## config.mk

```make
export PLATFORM = sky130hd
export DESIGN_NAME = mem_port_arbiter
export DESIGN_NICKNAME = d
export VERILOG_FILES = /design/src/rtl/mem_arb_pkg.sv /design/src/rtl/mem_arb_rsp_slot.sv /design/src/rtl/mem_port_arbiter.sv
export SDC_FILE = /design/constraint.sdc
export NUM_CORES = 1
export LEC_CHECK = 0
export ABC_AREA = 0
export BUFFER_PORTS_ARGS = -buffer_cell sky130_fd_sc_hd__buf_2
export CAP_MARGIN = 5
export CORE_MARGIN = 8
export CORE_UTILIZATION = 41
export DETAILED_ROUTE_END_ITERATION = 6
export PLACE_DENSITY_LB_ADDON = 0.2
export SLEW_MARGIN = 25
export SYNTH_ARGS = -nofsm -noshare
export SYNTH_HDL_FRONTEND = slang
export SYNTH_HIERARCHICAL = 1
export SYNTH_SLANG_ARGS = --single-unit
```

## constraint.sdc

```tcl
create_clock -name clk -period 2.4 [get_ports clk]
set_clock_uncertainty 0.15 [all_clocks]
set_input_delay 0.12 -clock clk [delete_from_list [all_inputs] [get_ports clk]]
set_output_delay 0.12 -clock clk [all_outputs]
set_load 0.005 [all_outputs]
```

## src/rtl/mem_arb_pkg.sv

```systemverilog
// Shared types and helpers for the memory port arbiter: FSM states,
// requester IDs and the counter width helper.
package mem_arb_pkg;

    typedef enum logic {
        BOOT = 1'b0,
        RUN  = 1'b1
    } state_e;

    localparam logic REQ_A = 1'b0;
    localparam logic REQ_B = 1'b1;

    // Ceiling log2 for sizing counters; returns 0 for value <= 1.
    function automatic int clog2(input int value);
        int result;
        result = 0;
        while ((1 << result) < value) begin
            result = result + 1;
        end
        return result;
    endfunction

endpackage

```

## src/rtl/mem_arb_rsp_slot.sv

```systemverilog
// One-entry response holding register: load on grant, drain on rsp_ready.
// A load in the same cycle as a drain refills the slot without a bubble.
module mem_arb_rsp_slot #(
    parameter int DATA_WIDTH = 16
) (
    input  logic                  clk,
    input  logic                  rst,
    input  logic                  load,
    input  logic [DATA_WIDTH-1:0] load_data,
    input  logic                  rsp_ready,
    output logic                  rsp_valid,
    output logic [DATA_WIDTH-1:0] rsp_data
);

    always_ff @(posedge clk) begin
        if (rst) begin
            rsp_valid <= 1'b0;
            rsp_data  <= '0;
        end else if (load) begin
            rsp_valid <= 1'b1;
            rsp_data  <= load_data;
        end else if (rsp_ready) begin
            rsp_valid <= 1'b0;
        end
    end

endmodule

```

## src/rtl/mem_port_arbiter.sv

```systemverilog
// Round-robin arbiter sharing memory read port 1 and the write port between
// the load/store unit (A) and the debug/loader port (B), with a boot hold-off.
module mem_port_arbiter
    import mem_arb_pkg::*;
#(
    parameter int ADDR_WIDTH  = 16,
    parameter int DATA_WIDTH  = 16,
    parameter int N_ELEMENTS  = 128,
    parameter int BOOT_CYCLES = 4
) (
    input  logic                  clk,
    input  logic                  rst,

    input  logic                  a_req_valid,
    output logic                  a_req_ready,
    input  logic                  a_req_we,
    input  logic [ADDR_WIDTH-1:0] a_req_addr,
    input  logic [DATA_WIDTH-1:0] a_req_wdata,
    output logic                  a_rsp_valid,
    input  logic                  a_rsp_ready,
    output logic [DATA_WIDTH-1:0] a_rsp_data,

    input  logic                  b_req_valid,
    output logic                  b_req_ready,
    input  logic                  b_req_we,
    input  logic [ADDR_WIDTH-1:0] b_req_addr,
    input  logic [DATA_WIDTH-1:0] b_req_wdata,
    output logic                  b_rsp_valid,
    input  logic                  b_rsp_ready,
    output logic [DATA_WIDTH-1:0] b_rsp_data,
    input  logic                  b_lock,

    output logic [ADDR_WIDTH-1:0] mem_r_addr,
    input  logic [DATA_WIDTH-1:0] mem_r_data,
    output logic [ADDR_WIDTH-1:0] mem_w_addr,
    output logic [DATA_WIDTH-1:0] mem_w_data,
    output logic                  mem_w_en,

    output logic                  booting,
    output state_e                state_dbg
);

    // Handshake: a request transfers in any cycle where req_valid && req_ready;
    // a response transfers in any cycle where rsp_valid && rsp_ready. req_ready
    // is the combinational grant and depends on req_valid.

    localparam int CNT_W = (clog2(BOOT_CYCLES) < 1) ? 1 : clog2(BOOT_CYCLES);
    localparam logic [ADDR_WIDTH:0] ADDR_LIMIT = (ADDR_WIDTH + 1)'(N_ELEMENTS);

    state_e                  state;
    logic [CNT_W-1:0]        boot_cnt;
    logic                    prio;

    logic                    a_elig;
    logic                    b_elig;
    logic                    grant_a;
    logic                    grant_b;
    logic                    grant_any;
    logic                    gnt_id;
    logic                    g_we;
    logic [ADDR_WIDTH-1:0]   g_addr;
    logic [DATA_WIDTH-1:0]   g_wdata;
    logic                    g_in_range;
    logic [DATA_WIDTH-1:0]   load_data;

    always_ff @(posedge clk) begin
        if (rst) begin
            state    <= BOOT;
            boot_cnt <= '0;
            booting  <= 1'b1;
        end else begin
            case (state)
                BOOT: begin
                    if (boot_cnt == CNT_W'(BOOT_CYCLES - 1)) begin
                        state   <= RUN;
                        booting <= 1'b0;
                    end else begin
                        boot_cnt <= boot_cnt + 1'b1;
                    end
                end
                RUN: begin
                    state <= RUN;
                end
                default: begin
                    state   <= BOOT;
                    booting <= 1'b1;
                end
            endcase
        end
    end

    assign state_dbg = state;

    // A requester may only be granted if its response slot is free or draining.
    assign a_elig = a_req_valid & (~a_rsp_valid | a_rsp_ready);
    assign b_elig = b_req_valid & (~b_rsp_valid | b_rsp_ready);

    // Grants are masked in the rst cycle so a write there never reaches memory.
    always_comb begin
        grant_a = 1'b0;
        grant_b = 1'b0;
        if (state == RUN && !rst) begin
            if (b_lock) begin
                grant_b = b_elig;
            end else if (a_elig && b_elig) begin
                grant_a = (prio == REQ_A);
                grant_b = (prio == REQ_B);
            end else begin
                grant_a = a_elig;
                grant_b = b_elig;
            end
        end
    end

    assign grant_any   = grant_a | grant_b;
    assign gnt_id      = grant_b ? REQ_B : REQ_A;
    assign a_req_ready = grant_a;
    assign b_req_ready = grant_b;

    always_ff @(posedge clk) begin
        if (rst) begin
            prio <= REQ_A;
        end else if (grant_any) begin
            prio <= ~gnt_id;
        end
    end

    assign g_we       = grant_b ? b_req_we    : a_req_we;
    assign g_addr     = grant_b ? b_req_addr  : a_req_addr;
    assign g_wdata    = grant_b ? b_req_wdata : a_req_wdata;
    assign g_in_range = {1'b0, g_addr} < ADDR_LIMIT;

    // Out-of-range accesses are acknowledged but never touch memory.
    assign mem_w_en   = grant_any & g_we & g_in_range;
    assign mem_w_addr = (grant_any & g_we)  ? g_addr  : '0;
    assign mem_w_data = (grant_any & g_we)  ? g_wdata : '0;
    assign mem_r_addr = (grant_any & ~g_we) ? g_addr  : '0;
    assign load_data  = g_we ? g_wdata : (g_in_range ? mem_r_data : '0);

    mem_arb_rsp_slot #(
        .DATA_WIDTH (DATA_WIDTH)
    ) u_slot_a (
        .clk       (clk),
        .rst       (rst),
        .load      (grant_a),
        .load_data (load_data),
        .rsp_ready (a_rsp_ready),
        .rsp_valid (a_rsp_valid),
        .rsp_data  (a_rsp_data)
    );

    mem_arb_rsp_slot #(
        .DATA_WIDTH (DATA_WIDTH)
    ) u_slot_b (
        .clk       (clk),
        .rst       (rst),
        .load      (grant_b),
        .load_data (load_data),
        .rsp_ready (b_rsp_ready),
        .rsp_valid (b_rsp_valid),
        .rsp_data  (b_rsp_data)
    );

endmodule

```

; ---- After elaboration in Yosys (flattened, before gate mapping)
; Index checks and enable logic that the tools add are counted.
[totals]
reg_bits = 39
inputBits = 89
out_inout_bits = 87
elab_cells = 54
[classes]
n_mux = 21
reduce_logical = 7
magnitude_cmp = 1
eq_ne = 1
add_sub_neg = 1
bitwise_logic = 15
[op_table]
columns = operator, n
row1 = 16-bit two-way mux, 7
row2 = 16-bit by 8-bit less-than comparator with 1-bit output (second input constant), 1
row3 = 1-bit two-way mux, 13
row4 = 1-bit NOT, 7
row5 = 1-bit bitwise AND, 5
row6 = 2-bit AND reduction, 2
row7 = 2-bit nonzero test, 2
row8 = 1-bit bitwise OR, 3
row9 = 2-bit by 1-bit adder with 2-bit output (second input constant), 1
row10 = 2-bit == test (second input constant), 1
row11 = 1-bit logical AND, 2
row12 = 1-bit case mux with 2 select lines, 1
row13 = 1-bit zero test, 1

; ---- Longest topological paths before layout
; Gate-level depths: netlist of the first run.
[depth]
word_depth = 11
ltp_mapped = 9
ltp_nobuf = 7

; ---- Hierarchy
; The synthesis of the first run kept the hierarchy.
[modules_own_cells]
columns = mod, cells_per_inst, seq_area_each_um2, n_inst, area_each_um2
row1 = mem_arb_rsp_slot, 56, 340.3, 2, 616.8
row2 = mem_port_arbiter, 171, 100.1, 1, 1159.9

; ---- Worst setup path after synthesis of the first run
; OpenSTA, ideal clock, no wires.
[synth_timing]
path_type = reg2reg
from = register state, in the netlist state_dbg
to = register u_slot_a.rsp_data[10]
n_path_buf = 1
path_stages_with_launch = 9
setup_ns = 0.117
period_less_slack_ns = 2.009
required_ns = 2.133
slack_ns = 0.391
arrival_time_ns = 1.742
path_cell_list = dfxtp_1 -> and2b_2 -> nand3_2 -> nor2_4 -> mux2i_2 -> buf_6 -> o22ai_1 -> mux2i_1 -> nor2_1
[synth_via]
elab_chain_len = 6
elab_cells_between_ends = 9
classes_between = order compare (1) / mux (7) / reduce/logical (1)
[synth_rtl]
columns = element, line
row1 = start: declaration, mem_port_arbiter.sv:50  ; state_e state;
row2 = start signal: assignment, mem_port_arbiter.sv:68  ; state <= BOOT;
row3 = start signal: assignment, mem_port_arbiter.sv:75  ; state <= RUN;
row4 = start signal: assignment, mem_port_arbiter.sv:82  ; state <= RUN;
row5 = 1-bit logical AND *, mem_port_arbiter.sv:102  ; if (state == RUN && !rst) begin
row6 = 1-bit two-way mux *, mem_port_arbiter.sv:102
row7 = 16-bit two-way mux, mem_port_arbiter.sv:129  ; assign g_addr = grant_b ? b_req_addr : a_req_addr;
row8 = 16-bit by 8-bit less-than comparator with 1-bit output, mem_port_arbiter.sv:131  ; assign g_in_range = {1'b0, g_addr} < ADDR_LIMIT;
row9 = 16-bit two-way mux, mem_port_arbiter.sv:138  ; assign load_data = g_we ? g_wdata : (g_in_range ? mem_r_data : '0);
row10 = 16-bit two-way mux *, mem_port_arbiter.sv:138
row11 = via load_data[10], mem_port_arbiter.sv:64  ; logic [DATA_WIDTH-1:0] load_data;
row12 = end signal: assignment, mem_arb_rsp_slot.sv:21  ; rsp_data <= load_data;
row13 = end: declaration, mem_arb_rsp_slot.sv:12  ; output logic [DATA_WIDTH-1:0] rsp_data
; Mark *: on every way through the listed nets, which the timed path passes. The rest lies on a longest branch.
; A chain may end at the register's enable or synchronous reset.

; ---- Worst setup path after layout of the first run
[layout_timing]
from = input a_rsp_ready
to = output mem_w_addr[15]
[layout_via]
elab_chain_len = 9
elab_cells_between_ends = 14
classes_between = mux (9) / bitwise (4) / reduce/logical (1)
[layout_rtl]
columns = element, line
row1 = start: declaration, mem_port_arbiter.sv:20  ; input logic a_rsp_ready,
row2 = 1-bit bitwise OR *, mem_port_arbiter.sv:95  ; assign a_elig = a_req_valid & (~a_rsp_valid | a_rsp_ready);
row3 = 1-bit bitwise AND *, mem_port_arbiter.sv:95
row4 = 1-bit logical AND, mem_port_arbiter.sv:105  ; end else if (a_elig && b_elig) begin
row5 = 1-bit two-way mux, mem_port_arbiter.sv:105
row6 = 1-bit two-way mux, mem_port_arbiter.sv:103  ; if (b_lock) begin
row7 = 1-bit two-way mux, mem_port_arbiter.sv:102
row8 = 1-bit bitwise OR or 1-bit two-way mux (tied branches), "mem_port_arbiter.sv:115, mem_port_arbiter.sv:128"
row9 = 1-bit bitwise AND, mem_port_arbiter.sv:135  ; assign mem_w_addr = (grant_any & g_we) ? g_addr : '0;
row10 = 16-bit two-way mux *, mem_port_arbiter.sv:135
row11 = end: declaration, mem_port_arbiter.sv:35  ; output logic [ADDR_WIDTH-1:0] mem_w_addr,
; Every way passes the cells marked *; elsewhere a longest branch is shown, timed or not.

==> results of run 1 <==
stage by stage:
step,util (%),instance area [um^2],hold slack (ps)
after detailed placement,57.03,3297,287.3
after floorplan,-,2394,39.07
after global placement,57.03,3297,258.7
after global routing,59.78,3456,180.6
final,59.78,3456,147.0
after CTS,58.92,3406,142.9
metal layers:
| layer | wire, um | global-route usage, % | vias to the layer above | share of wire [%] |
|---|---|---|---|---|
| met5 | 0 | 0 | - | 0 |
| met4 | 48 | 4.027 | 0 | 0.54 |
| met3 | 947 | 6.392 | 4 | 11 |
| met2 | 4443 | 33.91 | 112 | 50 |
| met1 | 3428 | 23.18 | 1187 | 39 |
| li1 | - | - | 1337 | - |
repair_timing:
item,4_1_cts,5_1_grt
setup buffers,0,1
hold buffers,2,0
pin swaps,0,1
resized for setup,1,11
endpoints found under the hold margin,2,0
setup endpoints to repair,16,49
cell type report:
type                    count  area, um^2  share of cell area, %
repair buffers            190        1005                  29.07
multi-input cells         222        1483                  42.90
flip-flops and latches     39       782.0                  22.63
well taps                  75       93.84                  2.715
clock buffers               6       72.57                  2.100
inverters                   2       7.507                 0.2172
clock inverters             2       12.51                 0.3621
power by group through the flow:
| stage | Combinational (mW) | Clock [mW] | Sequential (mW) |
|---|---|---|---|
| 2_1_floorplan | 0.210 | 0 | 0.707 |
| 3_3_place_gp | 0.346 | 0 | 0.708 |
| 3_5_place_dp | 0.353 | 0 | 0.709 |
| 4_1_cts | 0.359 | 0.438 | 0.694 |
| 5_1_grt | 0.405 | 0.457 | 0.699 |
| 6_report | 0.368 | 0.422 | 0.694 |
cells in the mapped netlist, types with 2 or more instances:
cell type	n	area share [%]
buf_2	9	1.9
nand3_1	16	3.3
nor2_1	87	14
a21oi_1	4	0.84
mux2i_1	64	27
nor4_1	4	1.0
dfxtp_1	39	33
and2_1	3	0.78
o22ai_1	16	4.2
inv_1	2	0.31
buf_4	4	1.3
buf_6	3	1.4
buf_12	2	1.7
nand2b_1	4	1.0
a311oi_1	2	0.73
nand2_1	4	0.63
worst max-delay path by stage:
stage	from	to	slack, ps	depth (start not counted)
2_1_floorplan	state_dbg	u_slot_a/rsp_data[10]	390	8
3_3_place_gp	state_dbg	u_slot_b/rsp_data[4]	200	8
3_5_place_dp	u_slot_a/rsp_valid	mem_r_addr[1]	130	6
4_1_cts	state_dbg	mem_w_data[4]	4	7
5_1_grt	state_dbg	mem_w_addr[15]	-10	7
6_report	a_rsp_ready	mem_w_addr[15]	90	9
cells by family (layout without fill, tap and decap cells):
family                   after synthesis  in the layout  synth area share, %
AO/OA/AOI/OAI                         27             27                7.580
multiplexers                          65             65                27.34
flip-flops                            39             39                32.62
XOR/XNOR                               1              1               0.3660
AND/OR/NAND/NOR                      128            128                24.73
buffers and inverters                 22            200                6.848
adder cells (fa/ha/maj)                1              1               0.5227
sequential cells by signal, summed over array words and instances, names as in the netlist:
register	flops
boot_cnt	2
booting	1
prio	1
state_dbg	1
u_slot_a/rsp_data	16
u_slot_a/rsp_valid	1
u_slot_b/rsp_data	16
u_slot_b/rsp_valid	1
critical path, stage by stage:
cell and delay [ps]:
dlygate4sd3_1 520, buf_2 120, nor2b_2 60, or3_1 350, a32o_1 260, nand2_1 60, buf_4 310, nor2_1 90
buf_2 140
==> summary.txt, run 1 <==
Floorplan
  • Die X: 92.41 um
  • Die height: 92.41 um
  • Initial Util: 41.41%
  • Site Rows: 28
  • Core area: 0.005781 mm^2
  • # IOs: 176
  • Die area: 0.008539 mm^2

Placed design
  • # port buffers: 175
  • Post-DP HPWL: 7307 um
  • Cells after DPL: 525
  • Pre-CTS WS: 128.7 ps
  • GPL Wtd Cong: 0.8753

Global routing
  • Initial antenna violation count: 0
  • GRT Total Usage: 19.64%
  • Largest net degree at the start of global routing: 40
  • Vias in the first global route: 2497
  • Global route overflow: 0
  • First-pass GRT wire length: 13580 um

CTS
  • Clock root buffer: clkbuf_8
  • Worst skew pair latency: 280 ps
  • CTS tree: done
  • Number of clock buffers inserted by TritonCTS: 5
  • CTS Sinks: 39
  • Clock Pin Slew Worst Setup and Hold Paths: 70 ps
  • Max clock buf depth: 2
  • H-tree depth: 2

Timing
  • Worst setup margin: 92.26 ps
  • Final hold violations: 0
  • Max_slew headroom: 70.38%
  • Pins over their slew limit: 0
  • Setup TNS: 0 ps
  • Fin crit period: 2308 ps
  • Period utilization: 96.16%
  • RSZ-0062 raised after global routing: true
  • Worst-Margin Slew: 442.6 ps
  • Max frequency: 0.4333 GHz
  • Final-report setup violation count: 0

Routing
  • Detailed Route WL: 8868 um
  • Via-to-Cell Ratio: 4.925
  • Routed Antenna Nets: 0
  • Pre-antenna DRT Iters: 4
  • Drt drc: 0
  • Avg WL per Cell: 16.54 um
  • Via count: 2640
  • DRT iter0 DRCs: 88

Layout
  • # diodes: 0
  • Layout area overhead: 44.38%
  • Commonest non-fill, non-tap cell in the layout: buf_2
  • Net count of the finished layout: 550
  • Fill count: 579
  • Commonest cells after routing, fill and taps aside: buf_2, nor2_1, mux2i_1, dfxtp_1
  • Layout cells sized above 1: 45.99%
  • Final Instance Count excl. Fillers: 536

Pwr
  • Power Total: 1.484 mW
  • Internal: 1.058 mW
  • PD cells: 429.4 mW/mm^2
  • Leakage power: 1.664 nW
  • Clock share of power: 28.4%
  • Sequential Power Share: 46.8%
  • Combinational share of power: 24.8%
  • Peak supply drop: 0.4869 mV
  • Sw Ratio: 28.73%
  • Switching power: 0.4263 mW

Logic synthesis
  • Ys Warns: 6
  • Number of synthesized register bits: 39
  • Net Count, Synth: 373
  • Average size of a mapped cell: 8.458 um^2
  • Ys flop type: dfxtp_1
  • Sequential cell area fraction in the yosys report: 32.62%
  • EDFF count, synth: 0
  • Async SR Flop Fraction: 0%
  • Distinct cell type count after synthesis: 36
  • Post-Syn Area: 0.002394 mm^2
  • Post-Syn Instances: 283

Worst setup path
  • Crit Path Max Fanout: 33
  • Worst R2R Path Depth: 8
  • Reg-to-reg slack, setup: 240 ps
  • Worst path required time: 2130 ps
  • Startpoint types: primary input
  • Worst R2R End: u_slot_b/rsp_data[5]
  • RR Startpoint: state_dbg
  • CP Capture Type: output pin
  • CP arrival: 2040 ps
  • Critical path type: primary input to output pin

Job
  • Max Cap Violations: 0

Min path
  • Hold Path Depth: 5
  • Worst Hold Class: primary input to flip-flop
  • Hold EP: u_slot_a/rsp_data[14]
  • Hold path start: mem_r_data[14]

Status
  • Outcome: complete, no violations
Power figures use the tool's default switching activity.
==> inputs of run 2 (changes only) <==
Settings changed: REMOVE_ABC_BUFFERS set to 1.
==> summary.txt, run 2 (synthesis gave the netlist of run 1 again) <==
Floorplan
  • Initial Util: 41.41%
  • Core area: 0.005781 mm^2
  • # IOs: 176
  • Die X: 92.41 um
  • Die height: 92.41 um
  • Site Rows: 28
  • Die area: 0.008539 mm^2

Timing
  • Max_slew headroom: 55.10%
  • Fin crit period: 2290 ps
  • Period utilization: 95.43%
  • RSZ-0062 raised after global routing: true
  • Final-report setup violation count: 0
  • Max frequency: 0.4366 GHz
  • Pins over their slew limit: 0
  • Final hold violations: 0
  • Worst setup margin: 109.7 ps
  • Worst-Margin Slew: 667.4 ps

Global routing
  • Vias in the first global route: 2735
  • First-pass GRT wire length: 13970 um
  • Global route overflow: 0
  • Largest net degree at the start of global routing: 51
  • Initial antenna violation count: 0
  • GRT Total Usage: 20.08%

CTS
  • Clock root buffer: clkbuf_8
  • Clock Pin Slew Worst Setup and Hold Paths: 80 ps
  • Max clock buf depth: 2
  • Number of clock buffers inserted by TritonCTS: 5
  • CTS Sinks: 39
  • CTS tree: done
  • H-tree depth: 2
  • Worst skew pair latency: 290 ps

Routing
  • Pre-antenna DRT Iters: 4
  • Detailed Route WL: 9228 um
  • Routed Antenna Nets: 0
  • Drt drc: 0
  • Avg WL per Cell: 17.18 um
  • DRT iter0 DRCs: 112
  • Via count: 2667
  • Via-to-Cell Ratio: 4.966

Worst setup path
  • Worst path required time: 2130 ps
  • Startpoint types: flip-flop
  • Worst R2R Path Depth: 8
  • Worst R2R End: u_slot_a/rsp_data[6]
  • CP Capture Type: output pin
  • Worst Setup SP: state_dbg
  • Reg-to-reg slack, setup: 230 ps
  • CP arrival: 2020 ps
  • Crit Path Max Fanout: 25
  • Critical path type: flip-flop to output pin
  • End of the critical path: mem_w_data[14]
  • RR Startpoint: u_slot_a/rsp_valid

Min path
  • Worst Hold Class: primary input to flip-flop

Layout
  • Layout area overhead: 47.99%
  • Biggest regs: u_slot_a/rsp_data: 16 flops, u_slot_b/rsp_data: 16 flops, boot_cnt: 2 flops
  • Commonest non-fill, non-tap cell in the layout: buf_2
  • # diodes: 0
  • Net count of the finished layout: 551
  • Layout cells sized above 1: 45.45%
  • Commonest cells after routing, fill and taps aside: buf_2, nor2_1, mux2i_1, dfxtp_1

Pwr
  • Peak supply drop: 0.3119 mV
  • Leakage power: 1.696 nW
  • Power Total: 1.736 mW
  • PD cells: 490.1 mW/mm^2

Job
  • Max Cap Violations: 0

Placed design
  • Pre-CTS WS: -41.52 ps
  • GPL Wtd Cong: 0.9029
  • # port buffers: 175
  • Post-DP HPWL: 7000 um

Status
  • Outcome: complete, no violations
==> run 2: cell types whose count changed in the layout (fill, tap and decap cells not counted), sizes merged <==
cell    before  now
bufinv       0    2
clkinv       1    0
==> run 2: through the flow <==
stage / hold WS [ps] / util [%] / setup TNS, ps / area [um^2] / instances
after global placement: 246.5 / 57.12 / 0 / 3302 / 524
final: 129.1 / 61.28 / 0 / 3542 / 537
after floorplan: 39.07 / - / -27010 / 2237 / 263
after global routing: 141.8 / 61.28 / -15.96 / 3542 / 537
after detailed placement: 258.8 / 57.19 / -374.9 / 3306 / 524
after CTS: 125.9 / 60.04 / 0 / 3471 / 534
==> run 2: timing repair <==
item	CTS	global route
resized for setup	1	4
endpoints found under the setup margin	30	40
cloned	0	1
buffers inserted	0	2
hold endpoints to repair	2	0
pin swaps	0	0
hold buffers	2	0
==> run 2: worst min path at each step <==
stage | from | endpoint | slack [ps] | depth (start not counted)
final | mem_r_data[5] | u_slot_b/rsp_data[5] | 130 | 5
after CTS | mem_r_data[2] | u_slot_b/rsp_data[2] | 130 | 5
after global placement | b_rsp_ready | u_slot_b/rsp_valid | 250 | 3
after detailed placement | b_rsp_ready | u_slot_b/rsp_valid | 260 | 3
after global routing | mem_r_data[12] | u_slot_a/rsp_data[12] | 140 | 5
after floorplan | rst | boot_cnt[1] | 40 | 1
==> run 2: cell type report <==
class / count / area (um^2)
clock buffers: 5 / 68.82
clock inverters: 3 / 67.56
fillers: 566 / 2238
inverters: 2 / 7.507
multi-input cells: 222 / 1480
flip-flops and latches: 39 / 780.7
well taps: 75 / 93.84
repair buffers: 191 / 1044
==> run 2: report_power, final <==
| part | switching (mW) | total (mW) | leakage (nW) | internal (mW) |
|---|---|---|---|---|
| Combinational | 0.199 | 0.384 | 1.32 | 0.185 |
| Sequential | 0.0160 | 0.690 | 0.315 | 0.674 |
| Clock | 0.247 | 0.662 | 0.0644 | 0.415 |
==> run 2: routing by layer <==
metal	GRT usage, %	share of wire (%)
met4	5.638	0.39
met1	23.99	42
met5	0	0
met3	7.524	11
met2	32.90	47
==> run 2: critical path: stages, from the launching register on <==
cell and delay [ps]:
dfxtp_1 330, and2b_2 230, nand3_2 150, nor2_4 220
buf_12 260, mux2i_2 300, nor2_1 90, buf_2 140
